$ cat config.mk
export PLATFORM = sky130hd
export DESIGN_NAME = seven_segment_scan_controller
export DESIGN_NICKNAME = d
export VERILOG_FILES = /design/src/rtl/seven_segment_scan_controller.sv
export SDC_FILE = /design/constraint.sdc
export NUM_CORES = 1
export LEC_CHECK = 0
export BUFFER_PORTS_ARGS = -buffer_cell sky130_fd_sc_hd__buf_2
export CAP_MARGIN = 20
export CORE_AREA = 5 5 79 81
export CTS_BUF_LIST = sky130_fd_sc_hd__clkbuf_4 sky130_fd_sc_hd__clkbuf_8
export DETAILED_ROUTE_END_ITERATION = 8
export DIE_AREA = 0 0 84 86
export PLACE_DENSITY_LB_ADDON = 0.05
export SKIP_LAST_GASP = 1
export SLEW_MARGIN = 15
export SYNTH_ARGS = -nofsm -noshare
export SYNTH_HDL_FRONTEND = slang
export SYNTH_SLANG_ARGS = --single-unit
$ cat constraint.sdc
create_clock -name clk -period 2.95 [get_ports clk]
set_clock_uncertainty 0.05 [all_clocks]
set_input_delay 0.1475 -clock clk [delete_from_list [all_inputs] [get_ports clk]]
set_output_delay 0.1475 -clock clk [all_outputs]
set_load 0.02 [all_outputs]
$ cat src/rtl/seven_segment_scan_controller.sv
// Four-digit common-anode seven-segment scan controller with a double-buffered update port.
// Define LEADING_ZERO_BLANK_EN to blank leading zero digits (digit 0 always shown).
module seven_segment_scan_controller #(
    parameter int unsigned REFRESH_DIV = 100000
) (
    input  logic        clk,
    input  logic        reset,
    input  logic        displayOn,
    input  logic        updateValid,
    output logic        updateReady,
    input  logic [15:0] displayValue,
    output logic [3:0]  switchEnable,
    output logic [6:0]  segments,
    output logic        frameDone
);

    localparam int unsigned PRESC_W = (REFRESH_DIV > 1) ? $clog2(REFRESH_DIV) : 1;
    localparam logic [PRESC_W-1:0] PRESC_MAX = PRESC_W'(REFRESH_DIV - 1);

    localparam logic [0:0] ST_OFF  = 1'b0;
    localparam logic [0:0] ST_SCAN = 1'b1;

    logic [PRESC_W-1:0] prescaler;
    logic [1:0]         digit_idx;
    logic [0:0]         state;
    logic [0:0]         state_next;
    logic [15:0]        pending;
    logic               pending_full;
    logic [15:0]        active;
    logic               active_loaded;
    logic               tick;
    logic               boundary;
    logic               accept;
    logic               transfer;
    logic [3:0]         nibble;
    logic [6:0]         digit_seg;
    logic               digit_blank;
    logic [3:0]         switch_next;
    logic [6:0]         segments_next;

    assign tick        = (prescaler == PRESC_MAX);
    assign boundary    = tick && (digit_idx == 2'd3);
    assign updateReady = !pending_full && !reset;
    assign accept      = updateValid && updateReady;
    assign transfer    = boundary && pending_full;
    assign nibble      = active[{digit_idx, 2'b00} +: 4];

    // Refresh timing and the pending/active double buffer
    always_ff @(posedge clk or posedge reset) begin
        if (reset) begin
            prescaler     <= '0;
            digit_idx     <= 2'd0;
            frameDone     <= 1'b0;
            pending       <= 16'h0;
            pending_full  <= 1'b0;
            active        <= 16'h0;
            active_loaded <= 1'b0;
        end else begin
            prescaler <= tick ? '0 : prescaler + PRESC_W'(1);
            if (tick) begin
                digit_idx <= digit_idx + 2'd1;
            end
            frameDone <= boundary;
            if (accept) begin
                pending      <= displayValue;
                pending_full <= 1'b1;
            end else if (transfer) begin
                pending_full <= 1'b0;
            end
            if (transfer) begin
                active        <= pending;
                active_loaded <= 1'b1;
            end
        end
    end

    always_comb begin
        case (nibble)
            4'h0:    digit_seg = 7'b1000000;
            4'h1:    digit_seg = 7'b1111001;
            4'h2:    digit_seg = 7'b0100100;
            4'h3:    digit_seg = 7'b0110000;
            4'h4:    digit_seg = 7'b0011001;
            4'h5:    digit_seg = 7'b0010010;
            4'h6:    digit_seg = 7'b0000010;
            4'h7:    digit_seg = 7'b1111000;
            4'h8:    digit_seg = 7'b0000000;
            4'h9:    digit_seg = 7'b0010000;
            4'hA:    digit_seg = 7'b0001000;
            4'hB:    digit_seg = 7'b0000011;
            4'hC:    digit_seg = 7'b1000110;
            4'hD:    digit_seg = 7'b0100001;
            4'hE:    digit_seg = 7'b0000110;
            default: digit_seg = 7'b0001110;
        endcase
    end

    // A digit is a leading zero when it and every more significant nibble are zero
    always_comb begin
        digit_blank = 1'b0;
`ifdef LEADING_ZERO_BLANK_EN
        case (digit_idx)
            2'd1:    digit_blank = (active[15:4] == 12'h0);
            2'd2:    digit_blank = (active[15:8] == 8'h0);
            2'd3:    digit_blank = (active[15:12] == 4'h0);
            default: digit_blank = 1'b0;
        endcase
`endif
    end

    always_ff @(posedge clk or posedge reset) begin
        if (reset) begin
            state <= ST_OFF;
        end else begin
            state <= state_next;
        end
    end

    // Scan only starts on a frame boundary so the first lit digit is always digit 0
    always_comb begin
        state_next    = state;
        switch_next   = 4'hF;
        segments_next = 7'h7F;
        case (state)
            ST_OFF: begin
                if (boundary && displayOn && (active_loaded || transfer)) begin
                    state_next = ST_SCAN;
                end
            end
            ST_SCAN: begin
                if (!displayOn) begin
                    state_next = ST_OFF;
                end else if (!digit_blank) begin
                    switch_next   = ~(4'b0001 << digit_idx);
                    segments_next = digit_seg;
                end
            end
            default: state_next = ST_OFF;
        endcase
    end

    always_ff @(posedge clk or posedge reset) begin
        if (reset) begin
            switchEnable <= 4'hF;
            segments     <= 7'h7F;
        end else begin
            switchEnable <= switch_next;
            segments     <= segments_next;
        end
    end

endmodule

# --- Word-level counts from Yosys, hierarchy flattened ---
# Memory sizes are Yosys's and may differ from the RTL's.
# Index checks and enable logic that the tools add are counted.
word_totals:
  regBits: 66
  rom_bits: 112
  inputBits: 20
  wordCells: 39
  n_memories: 1
classes:
  add_sub_neg: 2
  eq_ne: 2
  n_shift: 2
  n_mux: 10
  bitwise_logic: 2
  n_reduce_logical: 10
memory_table:
  columns: ["memory", "depth", "width", "read_ports", "rd_clocked_by_memory_dff", "wr", "line_no", "text"]
  rows:
  - ["(name not given)", 16, 7, 1, 0, 0, "78", "case (nibble)"]
op_table:
  columns: ["op", "count"]
  rows:
  - ["$add 17x1->17 const B", 1]
  - ["$eq 17x17->1 const B", 1]
  - ["$mux 17", 1]
  - ["$shiftx 16x5->4", 1]
  - ["$mux 7", 2]
  - ["$mux 4", 2]
  - ["$logic_and 1x1->1", 6]
  - ["$mux 1", 4]
  - ["$not 4->4", 1]
  - ["$shl 1x2->4 const A", 1]
  - ["$add 2x1->2 const B", 1]
  - ["$eq 2x2->1 const B", 1]
  - ["$logic_not 1->1", 2]
  - ["$pmux 1 s2", 1]
  - ["$reduce_bool 2->1", 1]
  - ["$logic_or 1x1->1", 1]
  - ["$not 1->1", 1]

# --- Longest topological paths before layout ---
# Gate-level depths: netlist of the first run.
logic_depth:
  ltp_word: 7
  ltp_mapped: 7

# --- Worst setup path after synthesis of the first run ---
# No wires, ideal clock.
synth_path:
  path_kind: "register to register"
  from: "reg prescaler[13]"
  to: "reg active[0]"
  setup_time_ns: 0.127
  arrival_ns: 2.057
  required_time_ns: 2.773
  setup_slack_ns: 0.715
  stages_incl_launch_ff: 7
  synth_period_minus_slack_ns: 2.235
  cell_sequence: "dfrtp_1 > or4b_4 > nor4_4 > and3_1 > buf_4 > buf_8 > mux2_1"
synth_via:
  elab_chain_len: 3
synth_lines:
  columns: ["element", "line_no", "text"]
  rows:
  - ["from (decl)", "23", "logic [PRESC_W-1:0] prescaler;"]
  - ["from (signal assigned)", "59", "prescaler <= tick ? '0 : prescaler + PRESC_W'(1);"]
  - ["$eq 17x17->1", "41", "assign tick = (prescaler == PRESC_MAX);"]
  - ["$logic_and 1x1->1", "42", "assign boundary = tick && (digit_idx == 2'd3);"]
  - ["$logic_and 1x1->1", "45", "assign transfer = boundary && pending_full;"]
  - ["to (signal assigned)", "71", "active <= pending;"]
  - ["to (decl)", "29", "logic [15:0] active;"]
# No other way between the ends.
# A chain may end at the register's enable or synchronous reset.

# --- Worst setup path in the final report of the first run ---
layout_path:
  from: "reg prescaler[13]"
  to: "reg active[9]"
# The elaborated chain is that of the path after synthesis.

==> metrics.log, run 1 <==
INFO  metric areaGrowthSynthToFinish = 19.6%
INFO  metric grt_max_degree = 32
INFO  metric numCtsBuffers = 9
INFO  metric max-slew-margin-rel = 49.7%
INFO  metric synth_area_leader_cell = sky130_fd_sc_hd__dfrtp_1
INFO  metric h-tree-depth = 3
INFO  metric synth_most_common_cell = sky130_fd_sc_hd__dfrtp_1
INFO  metric finalCriticalPeriod = 2.24 ns
INFO  metric clock_tree.root_cell = sky130_fd_sc_hd__clkbuf_8
INFO  metric hold_viol = 0
INFO  metric via_per_inst = ~5.1
INFO  metric outcome = finished, final reports clean
INFO  metric final_cells = approximately 360
INFO  metric synth_warnings = 0
INFO  metric setup_total_negative_slack = 0 ns
INFO  metric place.detailed.instances = 327
INFO  metric nets = approximately 310
INFO  metric synthDistinctLibCells = 38
INFO  metric synthesis.area_per_instance = around 13 sq um
INFO  metric critical_path_required = between 3 and 4 ns
INFO  metric first_global_vias = around 1900
INFO  metric route.vias.total = 1838
INFO  metric routed_wirelength = around 5400 microns
INFO  metric timing.critical_path.arrival = ~2.4 ns
INFO  metric detail_route.first_pass.iterations = 4
INFO  metric place_congestion = a little under 0.8
INFO  metric final_antenna_violating_net_count = 0
INFO  metric num_io_pins = 33
INFO  metric core_area = approximately 5400 sq um
INFO  metric clock_latency = approximately 0.33 ns
INFO  metric place.port_buffers = 32
INFO  metric synth_sequential_area_ratio = about 56%
INFO  metric synth.cells.most_frequent = 55 x sky130_fd_sc_hd__dfrtp_1, 24 x sky130_fd_sc_hd__mux2_2, 13 x sky130_fd_sc_hd__nor2_1, 12 x sky130_fd_sc_hd__nand2_1
INFO  metric critical_path_class = reg -> reg
INFO  metric route.detailed.wl_per_inst = roughly 15 microns
INFO  metric tightestPinTransition = ~0.75 ns
INFO  metric p_leak = about 1.6 nW
INFO  metric synth.ff_latch_count = between 60 and 70
INFO  metric irDropWorstVdd = just under 0.0004 V
INFO  metric grt_antenna_before_repair = 0
INFO  metric die_ar = between 7000 and 8000 sq um
INFO  metric aggregate_global_routing_overflow = 0
INFO  metric timing.final.max_slew_violations = 0
INFO  metric synth_top_cell_area_share = 46.6%
INFO  metric netlist_area = between 2000 and 3000 sq um
INFO  metric setup_repair_after_global_routing_missed_its_margin = false
INFO  metric biggest_cell_delay_along_the_critical_path = 0.56 ns
INFO  metric power.density = around 550 nW/um^2
INFO  metric end_kind = flop
INFO  metric path_type_of_the_worst_min_delay_path = in -> reg
INFO  metric initialDrtViolationCount = ~120
INFO  metric place_hpwl = roughly 3700 microns
INFO  metric synth_top_flop_cell = sky130_fd_sc_hd__dfrtp_1
INFO  metric synthTopCellsByArea = sky130_fd_sc_hd__dfrtp_1 47%, sky130_fd_sc_hd__dfstp_2 9.8%, sky130_fd_sc_hd__mux2_2 9.1%
INFO  metric cap_viol_max_count = 0
INFO  metric number_of_enable_flip_flop_cells_after_synthesis = 0
INFO  metric chipWidth = about 84 microns
INFO  metric grt_usage = 16.8%
INFO  metric setup_viol = 0
INFO  metric post_cts.resized_instances = 0
INFO  metric num_rows = 27
INFO  metric period_share = roughly three quarters
INFO  metric finalPower = 0.00193 W
INFO  metric clock_pin_transition_on_the_worst_setup_and_hold_timing_paths = about 0.060 ns
INFO  metric synth.net_count = about 260
INFO  metric fp.dieH = ~86 microns
INFO  metric start_util = between 50 and 60%
INFO  metric insertedDiodeCount = 0
INFO  metric cts_hold_buf = 16
INFO  metric tritoncts_num_sinks = 66
INFO  metric worst_setup_path_start_kind = flop
INFO  metric clock_path_buffers = 2
INFO  metric r2r_slack = ~0.71 ns
INFO  metric top_fanout_value_on_the_critical_path = 17
INFO  metric post-route-drc-count = 0
INFO  metric post_route_cells_drive_above_1_share = between 30% and 40%
INFO  metric cts_setup_buffers = 0
INFO  metric highest_attainable_clock_frequency = approximately 0.45 GHz
INFO  metric crit_chain = or4b_4, nor4_4, and3_1, buf_4, mux2_2
INFO  metric critPathSlowestCell = sky130_fd_sc_hd__or4b_4
INFO  metric postSynth.asyncResetShare = 100%
INFO  metric cts_tree = built
INFO  metric synthesis.instances = roughly 230
INFO  metric first_pass_grt_wire_length = roughly 9500 microns
## area by class of cell
cell class	instances	area, sq um
clock buffer	13	166
clock inverter	2	12.5
fill	419	1870
inverter	8	30.0
multi-input combinational	145	1210
sequential	66	1670
tap	72	90.1
timing repair buffer	53	360
## placed cells by master, fill, tap and decap left out, types with 5 or more instances in the layout
cell type and instances:
sky130_fd_sc_hd__inv_1 7, sky130_fd_sc_hd__dlygate4sd3_1 17, sky130_fd_sc_hd__o21ai_0 6, sky130_fd_sc_hd__and3_1 5, sky130_fd_sc_hd__a21oi_1 7, sky130_fd_sc_hd__nand3_1 6
sky130_fd_sc_hd__nand2_1 12, sky130_fd_sc_hd__xor2_1 6, sky130_fd_sc_hd__mux2_2 24, sky130_fd_sc_hd__dfstp_2 11, sky130_fd_sc_hd__xnor2_1 8, sky130_fd_sc_hd__ha_1 11
sky130_fd_sc_hd__dfrtp_1 55, sky130_fd_sc_hd__buf_2 32, sky130_fd_sc_hd__nor2_1 13, sky130_fd_sc_hd__clkbuf_8 11, sky130_fd_sc_hd__mux2_1 9
## kinds of logic (layout without fill, tap and decap cells)
group / Yosys count / count (layout) / synth area share, %
flops: 66 / 66 / 56.4
fa+ha+maj: 11 / 11 / 4.66
simple gates: 59 / 59 / 11.4
buf+inv: 17 / 76 / 2.67
xor+xnor: 14 / 14 / 4.15
compound gates: 22 / 22 / 4.49
mux: 39 / 39 / 16.3
## metrics by stage
step	utilization, %	setup slack (ns)	cell area, sq um	hold slack (ns)
2_1_floorplan	-	0.715	2960	0.218
3_3_place_gp	59.0	0.715	3190	0.160
3_5_place_dp	59.0	0.715	3190	0.161
4_1_cts	65.2	0.711	3530	0.000571
5_1_grt	65.4	0.602	3540	0.0253
6_report	65.4	0.715	3540	0.0133
## registers in the layout, indices dropped and copies added, names as in the netlist, 2 cells and up
| register | count |
|---|---|
| active | 16 |
| digit_idx | 2 |
| pending | 16 |
| prescaler | 17 |
| segments | 7 |
| switchEnable | 4 |
## power breakdown
| part | internal [W] | switching (W) | total (W) |
|---|---|---|---|
| registers | 0.00102 | 0.0000649 | 0.00108 |
| clock network | 0.000364 | 0.000314 | 0.000678 |
| logic | 0.000113 | 0.0000551 | 0.000168 |
| total | 0.00150 | 0.000434 | 0.00193 |
## routing by layer
layer,track usage (%),share of wire (%),vias up
met5,0,0,-
met2,26.0,47,37
met3,5.00,3.9,7
met4,6.43,1.5,0
li1,-,-,912
met1,22.4,48,882
## worst max-delay path: cells and delay by family (launching register included)
family                 cells  cell delay, ns
buffers and inverters      1            0.24
multiplexers               1            0.36
flip-flops                 1            0.42
AND/OR/NAND/NOR            3            1.04
## path summary, 6_finish.rpt
check,start,end,cells after the start
setup / recovery,prescaler[13],active[9],5
max in group asynchronous,reset,active[3],5
setup reg to reg,prescaler[13],active[9],5
hold / removal,displayOn,state,3
min in group asynchronous,reset,frameDone,3
hold reg to reg,active_loaded,active_loaded,1
No activity file was read; power rests on OpenSTA's default activity.
==> inputs of run 2 (changes only) <==
--- a/config.mk
+++ b/config.mk
@@ -5,12 +5,13 @@
 export SDC_FILE = /design/constraint.sdc
 export NUM_CORES = 1
 export LEC_CHECK = 0
+export ABC_AREA = 1
 export BUFFER_PORTS_ARGS = -buffer_cell sky130_fd_sc_hd__buf_2
 export CAP_MARGIN = 20
-export CORE_AREA = 5 5 79 81
+export CORE_AREA = 5 5 82 84
 export CTS_BUF_LIST = sky130_fd_sc_hd__clkbuf_4 sky130_fd_sc_hd__clkbuf_8
 export DETAILED_ROUTE_END_ITERATION = 8
-export DIE_AREA = 0 0 84 86
+export DIE_AREA = 0 0 87 89
 export PLACE_DENSITY_LB_ADDON = 0.05
 export SKIP_LAST_GASP = 1
 export SLEW_MARGIN = 15
==> constraint.sdc (replaced) <==
create_clock -name clk -period 2.2 [get_ports clk]
set_clock_uncertainty 0.05 [all_clocks]
set_input_delay 0.11 -clock clk [delete_from_list [all_inputs] [get_ports clk]]
set_output_delay 0.11 -clock clk [all_outputs]
set_load 0.02 [all_outputs]
==> metrics.log, run 2 <==
INFO  metric irDropWorstVdd = 0.000440 V (+11%)
INFO  metric cts_hold_buf = 17 (+1)
INFO  metric synth.ff_latch_count = 66 (unchanged)
INFO  metric synth.net_count = 387 (+49%)
INFO  metric number_of_enable_flip_flop_cells_after_synthesis = 0 (unchanged)
INFO  metric layout_common_cells = 66 x sky130_fd_sc_hd__nand2_1, 55 x sky130_fd_sc_hd__dfrtp_1, 42 x sky130_fd_sc_hd__inv_1
INFO  metric grt_max_degree = 44 (+38%)
INFO  metric clock_path_buffers = 2 (unchanged)
INFO  metric place_hpwl = 4440 microns (+20%)
INFO  metric via_per_inst = 4.89 (-4.5%)
INFO  metric first_pass_grt_wire_length = 11300 microns (+19%)
INFO  metric clock_pin_transition_on_the_worst_setup_and_hold_timing_paths = 0.07 ns (about the same)
INFO  metric setup_total_negative_slack = 0 ns (unchanged)
INFO  metric initialDrtViolationCount = 100 (-15%)
INFO  metric clock_tree.root_cell = sky130_fd_sc_hd__clkbuf_8
INFO  metric max-slew-margin-rel = 66.6% (+17 points)
INFO  metric period_share = 89.3% (+14 points)
INFO  metric cts_tree = built
INFO  metric routed_wirelength = 6380 microns (+19%)
INFO  metric max_flop_register = prescaler
INFO  metric highest_attainable_clock_frequency = 0.509 GHz (+14%)
INFO  metric synthesis.area_per_instance = 9.10 sq um (-30%)
INFO  metric core_area = 5850 sq um (+8.2%)
INFO  metric synthesis.instances = 356 (+56%)
INFO  metric areaGrowthSynthToFinish = 19.6% (about the same)
INFO  metric setup_viol = 0 (unchanged)
INFO  metric num_io_pins = 33 (unchanged)
INFO  metric finalCriticalPeriod = 1.96 ns (-0.270 ns)
INFO  metric dpl_worst_slack = 0.275 ns (-0.440 ns)
INFO  metric setup_repair_after_global_routing_missed_its_margin = false
INFO  metric final.setup.worst_slack = 0.235 ns (-0.480 ns)
INFO  metric largestRegisters = prescaler: 17 flops, active: 16 flops, pending: 16 flops
INFO  metric route.detailed.wl_per_inst = 12.9 microns (-14%)
INFO  metric num_rows = 28 (+3.7%)
INFO  metric critical_path_class = reg -> reg
INFO  metric cts_setup_buffers = 0 (unchanged)
INFO  metric postSynth.asyncResetShare = 100% (unchanged)
INFO  metric synth_top_flop_cell = sky130_fd_sc_hd__dfrtp_1
INFO  metric detail_route.first_pass.iterations = 4 (unchanged)
INFO  metric start_util = 55.3% (+0.67 points)
INFO  metric tightestPinTransition = 0.500 ns (-0.255 ns)
INFO  metric final_antenna_violating_net_count = 0 (unchanged)
INFO  metric die_ar = 7740 sq um (+7.2%)
INFO  metric fin_hold_ws = 0.0264 ns (+0.0131 ns)
INFO  metric synth_most_common_cell = sky130_fd_sc_hd__nand2_1
INFO  metric mostFrequentLayoutCell = sky130_fd_sc_hd__nand2_1
INFO  metric timing.critical_path.arrival = 2.16 ns (-0.24 ns)
INFO  metric numCtsBuffers = 9 (unchanged)
INFO  metric netlist_area = 3240 sq um (+9.6%)
INFO  metric end_kind = flop
INFO  metric synth_area_leader_cell = sky130_fd_sc_hd__dfrtp_1
INFO  metric clock_latency = 0.34 ns (about the same)
INFO  metric grt_antenna_before_repair = 0 (unchanged)
INFO  metric fp.dieH = 89 microns (+3.5%)
INFO  metric route.vias.total = 2411 (+31%)
INFO  metric power.density = 604 nW/um^2 (+11%)
INFO  metric synth_top_cell_area_share = 42.5% (-4.1 points)
INFO  metric post-route-drc-count = 0 (unchanged)
INFO  metric place.port_buffers = 32 (unchanged)
INFO  metric synth.cells.most_frequent = 66 x sky130_fd_sc_hd__nand2_1, 55 x sky130_fd_sc_hd__dfrtp_1, 43 x sky130_fd_sc_hd__inv_1, 40 x sky130_fd_sc_hd__nor2_1, 19 x sky130_fd_sc_hd__nand3_1
INFO  metric post_route_cells_drive_above_1_share = 26.1% (-7.0 points)
INFO  metric insertedDiodeCount = 0 (unchanged)
INFO  metric synth_warnings = 0 (unchanged)
INFO  metric synthDistinctLibCells = 31 (-18%)
INFO  metric p_leak = 1.96 nW (+20%)
INFO  metric final.fill_count = 474 (+13%)
INFO  metric h-tree-depth = 3 (unchanged)
INFO  metric synth_sequential_area_ratio = 51.4% (-4.9 points)
INFO  metric grt_usage = 18.9% (+2.1 points)
INFO  metric tritoncts_num_sinks = 66 (unchanged)
INFO  metric aggregate_global_routing_overflow = 0 (unchanged)
INFO  metric post_cts.resized_instances = 0 (unchanged)
INFO  metric chipWidth = 87 microns (+3.6%)
INFO  metric top_fanout_value_on_the_critical_path = 12 (-5)
INFO  metric synthTopCellsByArea = sky130_fd_sc_hd__dfrtp_1 43%, sky130_fd_sc_hd__dfstp_2 8.9%, sky130_fd_sc_hd__nand2_1 7.7%
INFO  metric cap_viol_max_count = 0 (unchanged)
INFO  metric path_type_of_the_worst_min_delay_path = in -> reg
INFO  metric critical_path_required = 2.40 ns (-0.71 ns)
INFO  metric largest_reg_flops = 17 (unchanged)
INFO  metric timing.final.max_slew_violations = 0 (unchanged)
INFO  metric first_global_vias = 2348 (+23%)
INFO  metric worst_setup_path_start_kind = flop
INFO  metric hold_viol = 0 (unchanged)
INFO  metric outcome = finished, final reports clean
INFO  metric nets = 444 (+41%)
INFO  metric place_congestion = 0.912 (+18%)
-- run 2: worst max-delay path, stage by stage (launching register included) --
cell and delay, ns:
sky130_fd_sc_hd__dfrtp_1 0.59, sky130_fd_sc_hd__inv_2 0.17, sky130_fd_sc_hd__nand2_1 0.10, sky130_fd_sc_hd__nand3_1 0.07, sky130_fd_sc_hd__nand2_1 0.20, sky130_fd_sc_hd__inv_1 0.10, sky130_fd_sc_hd__ha_1 0.22, sky130_fd_sc_hd__nand2_1 0.11
sky130_fd_sc_hd__o21ai_0 0.11, sky130_fd_sc_hd__nand2_1 0.07, sky130_fd_sc_hd__nand3_1 0.08
-- run 2: logic make-up (layout without fill, tap and decap cells) --
logic type,count (synthesis),in the layout,share of synthesized area [%]
buffers and inverters,59,121,7.65
AND/OR/NAND/NOR,160,160,23.6
flip-flops,66,66,51.4
XOR/XNOR,13,13,3.52
AO/OA/AOI/OAI,47,47,9.51
adder cells (fa/ha/maj),11,11,4.25
-- run 2: final timing paths --
kind | end | from | cells past startpoint | slack [ns]
max in group asynchronous | segments[2] | reset | 4 | 1.11
min | state | displayOn | 3 | 0.03
max reg2reg | segments[3] | digit_idx[0] | 10 | 0.24
min in group asynchronous | active[3] | reset | 3 | 0.32
min reg2reg | prescaler[0] | prescaler[0] | 1 | 0.43
max | segments[3] | digit_idx[0] | 10 | 0.24
-- run 2: area by class of cell --
type | count | area [sq um] | area share, %
Tap cell | 75 | 93.8 | 2.42
Multi-Input combinational cell | 231 | 1330 | 34.2
Clock buffer | 11 | 151 | 3.91
Sequential cell | 66 | 1670 | 43.0
Inverter | 52 | 198 | 5.11
Clock inverter | 5 | 52.6 | 1.36
Timing Repair Buffer | 53 | 385 | 9.95
-- run 2: where the power goes --
| part | switching [W] | total [W] | internal [W] | leakage [nW] |
|---|---|---|---|---|
| Combinational | 0.0000430 | 0.0000831 | 0.0000401 | 1.06 |
| Clock | 0.000449 | 0.00103 | 0.000579 | 0.105 |
| Sequential | 0.00000299 | 0.00123 | 0.00123 | 0.794 |
| Total | 0.000495 | 0.00234 | 0.00184 | 1.96 |
-- run 2: stage by stage --
step	utilization, %	power, W	cell area, sq um	instances
global placement	59.8	0.00131	3500	460
detailed placement	59.8	0.00131	3500	460
global route	66.2	0.00244	3870	493
CTS	66.2	0.00236	3870	493
finish	66.2	0.00234	3870	493
floorplan	-	0.00128	3240	356
-- run 2: routing by layer --
layer / global-route usage [%] / up-vias / wire length [microns]
met3: 5.07 / 11 / 286
li1: - / 1241 / -
met5: 0 / - / 0
met1: 25.4 / 1111 / 3060
met4: 7.65 / 0 / 110
met2: 29.1 / 48 / 2920
==> inputs of run 3 (changes only) <==
--- a/config.mk
+++ b/config.mk
@@ -6,13 +6,14 @@
 export NUM_CORES = 1
 export LEC_CHECK = 0
 export ABC_AREA = 1
-export BUFFER_PORTS_ARGS = -buffer_cell sky130_fd_sc_hd__buf_2
 export CAP_MARGIN = 20
 export CORE_AREA = 5 5 82 84
 export CTS_BUF_LIST = sky130_fd_sc_hd__clkbuf_4 sky130_fd_sc_hd__clkbuf_8
 export DETAILED_ROUTE_END_ITERATION = 8
 export DIE_AREA = 0 0 87 89
+export DONT_BUFFER_PORTS = 1
 export PLACE_DENSITY_LB_ADDON = 0.05
+export RECOVER_POWER = 50
 export SKIP_LAST_GASP = 1
 export SLEW_MARGIN = 15
 export SYNTH_ARGS = -nofsm -noshare
==> metrics.log, run 3 (same netlist as run 2, synthesis figures left out) <==
INFO  metric critical_path.n_buffers_inverters = 2 (unchanged)
INFO  metric aggregate_global_routing_overflow = 0 (unchanged)
INFO  metric nets = 416 (-6.3%)
INFO  metric place_congestion = 0.922 (+1.1%)
INFO  metric outcome = finished, final reports clean
INFO  metric largest_reg_flops = 17 (unchanged)
INFO  metric core_area = 5850 sq um (unchanged)
INFO  metric tightestPinTransition = 0.796 ns (+0.296 ns)
INFO  metric routed_wirelength = 6220 microns (-2.5%)
INFO  metric finalPower = 0.00240 W (+2.8%)
INFO  metric place_hpwl = 4270 microns (-3.8%)
INFO  metric final_cells = 465 (-5.7%)
INFO  metric initialDrtViolationCount = 114 (+14%)
INFO  metric path_type_of_the_worst_min_delay_path = in -> reg
INFO  metric irDropWorstVdd = 0.000407 V (-7.6%)
INFO  metric chipWidth = 87 microns (unchanged)
INFO  metric post-route-drc-count = 0 (unchanged)
INFO  metric layout_common_cells = 66 x sky130_fd_sc_hd__nand2_1, 55 x sky130_fd_sc_hd__dfrtp_1, 42 x sky130_fd_sc_hd__inv_1
INFO  metric timing.final.max_slew_violations = 0 (unchanged)
INFO  metric num_io_pins = 33 (unchanged)
INFO  metric areaGrowthSynthToFinish = 14.7%
INFO  metric detail_route.first_pass.iterations = 4 (unchanged)
INFO  metric tritoncts_num_sinks = 66 (unchanged)
INFO  metric clock_path_buffers = 2 (unchanged)
INFO  metric route.vias.total = 2329 (-3.4%)
INFO  metric period_share = 87.5% (-1.8 points)
INFO  metric place.detailed.instances = 431 (-6.3%)
INFO  metric numCtsBuffers = 9 (unchanged)
INFO  metric setup_repair_after_global_routing_missed_its_margin = false
INFO  metric end_kind = flop
INFO  metric grt_usage = 18.1% (-0.82 points)
INFO  metric start_util = 55.3% (unchanged)
INFO  metric setup_total_negative_slack = 0 ns (unchanged)
INFO  metric layout.area.seq = 1670 sq um (unchanged)
INFO  metric crit_chain = inv_2, nand2_1, nand3_1, nand2_1, inv_1, ha_1, nand2_1, o21ai_0, nand2_1, nand3_1
INFO  metric multi_input_comb_area = 1310 sq um (-0.94%)
INFO  metric clock_latency = 0.34 ns (about the same)
INFO  metric first_pass_grt_wire_length = 10800 microns (-4.6%)
INFO  metric worst_setup_path_start_kind = flop
INFO  metric p_leak = 1.84 nW (-6.1%)
INFO  metric place.port_buffers = 0 (-100%)
INFO  metric num_rows = 28 (unchanged)
INFO  metric route.detailed.wl_per_inst = 13.4 microns (+3.4%)
INFO  metric grt_antenna_before_repair = 0 (unchanged)
INFO  metric cts_hold_buf = 18 (+1)
INFO  metric critical_path_class = reg -> reg
INFO  metric cap_viol_max_count = 0 (unchanged)
INFO  metric timing.critical_path.arrival = 2.14 ns (-0.02 ns)
INFO  metric cpLargestDelayFamily = simple AND/OR/NAND/NOR gates
INFO  metric clock_tree.root_cell = sky130_fd_sc_hd__clkbuf_8
INFO  metric first_global_vias = 2263 (-3.6%)
INFO  metric cts_setup_buffers = 0 (unchanged)
INFO  metric critical-path-top-cell-by-count = sky130_fd_sc_hd__nand2_1
INFO  metric cp_num_cells = 10 (unchanged)
INFO  metric power.density = 647 nW/um^2 (+7.1%)
INFO  metric mostFrequentLayoutCell = sky130_fd_sc_hd__nand2_1
INFO  metric post_cts.resized_instances = 0 (unchanged)
INFO  metric final.fill_count = 470 (-0.84%)
INFO  metric fin_hold_ws = 0.0473 ns (+0.0209 ns)
INFO  metric largestRegisters = prescaler: 17 flops, active: 16 flops, pending: 16 flops
INFO  metric clock_pin_transition_on_the_worst_setup_and_hold_timing_paths = 0.07 ns (about the same)
INFO  metric finalInstanceArea = 3710 sq um (-4.0%)
INFO  metric insertedDiodeCount = 0 (unchanged)
INFO  metric top_fanout_value_on_the_critical_path = 12 (unchanged)
INFO  metric biggest_cell_delay_along_the_critical_path = 0.58 ns (about the same)
INFO  metric max_flop_register = prescaler
INFO  metric hold_viol = 0 (unchanged)
INFO  metric die_ar = 7740 sq um (unchanged)
INFO  metric fp.dieH = 89 microns (unchanged)
INFO  metric via_per_inst = 5.01 (+2.4%)
INFO  metric finalCriticalPeriod = 1.92 ns (-0.0402 ns)
INFO  metric cts_tree = built
INFO  metric h-tree-depth = 3 (unchanged)
INFO  metric critPathSlowestCell = sky130_fd_sc_hd__dfrtp_1
INFO  metric holdPathStages = 3 (unchanged)
INFO  metric grt_max_degree = 67 (+52%)
INFO  metric highest_attainable_clock_frequency = 0.520 GHz (+2.1%)
INFO  metric post_route_cells_drive_above_1_share = 16.9% (-9.2 points)
INFO  metric final_antenna_violating_net_count = 0 (unchanged)
INFO  metric setup_viol = 0 (unchanged)
INFO  metric timing.reg2reg.worst_path_depth = 10 (unchanged)
INFO  metric critical_path_required = 2.41 ns (about the same)
INFO  metric max-slew-margin-rel = 47.0% (-20 points)
INFO  metric detailed_place.area = 3330 sq um (-4.7%)
==> run 3: power by group <==
group          total (W)  leakage (nW)  internal (W)  switching [W]
clock            0.00111         0.107      0.000643       0.000469
combinational  0.0000657         0.956     0.0000275      0.0000381
sequential       0.00123         0.778       0.00122     0.00000264
total            0.00240          1.84       0.00189       0.000510
==> run 3: cell type report <==
type                       count  area share, %
clock inverter                 6           2.19
clock buffer                  10           3.54
timing repair buffer          25           6.26
tap                           75           2.53
multi-input combinational    231           35.3
sequential                    66           44.8
inverter                      52           5.32
==> run 3: stage by stage <==
| stage | util (%) | setup slack (ns) |
|---|---|---|
| 6_report | 63.5 | 0.275 |
| 5_1_grt | 63.5 | 0.0719 |
| 4_1_cts | 63.7 | 0.278 |
| 3_5_place_dp | 57.0 | 0.282 |
| 3_3_place_gp | 57.0 | 0.372 |
| 2_1_floorplan | - | 0.403 |
==> run 3: final timing paths <==
check	end	slack, ns	start
min	pending_full	0.05	updateValid
max reg2reg	segments[3]	0.28	digit_idx[0]
min reg2reg	prescaler[0]	0.42	prescaler[0]
max in group asynchronous	prescaler[12]	1.17	reset
max	segments[3]	0.28	digit_idx[0]
min in group asynchronous	pending[0]	0.42	reset
==> run 3: worst register-to-register path, stage by stage, from the launching register on <==
cell                      delay (ns)
sky130_fd_sc_hd__dfrtp_1        0.58
sky130_fd_sc_hd__inv_2          0.16
sky130_fd_sc_hd__nand2_1        0.09
sky130_fd_sc_hd__nand3_1        0.07
sky130_fd_sc_hd__nand2_1        0.21
sky130_fd_sc_hd__inv_1          0.11
sky130_fd_sc_hd__ha_1           0.23
sky130_fd_sc_hd__nand2_1        0.12
sky130_fd_sc_hd__o21ai_0        0.09
sky130_fd_sc_hd__nand2_1        0.06
sky130_fd_sc_hd__nand3_1        0.08
==> run 3: routing by layer <==
| metal | vias up | GRT usage (%) | share of wire (%) |
|---|---|---|---|
| li1 | 1178 | - | - |
| met1 | 1082 | 25.0 | 48 |
| met2 | 59 | 27.7 | 46 |
| met3 | 10 | 3.50 | 4.4 |
| met4 | 0 | 8.07 | 1.6 |
| met5 | - | 0 | 0 |
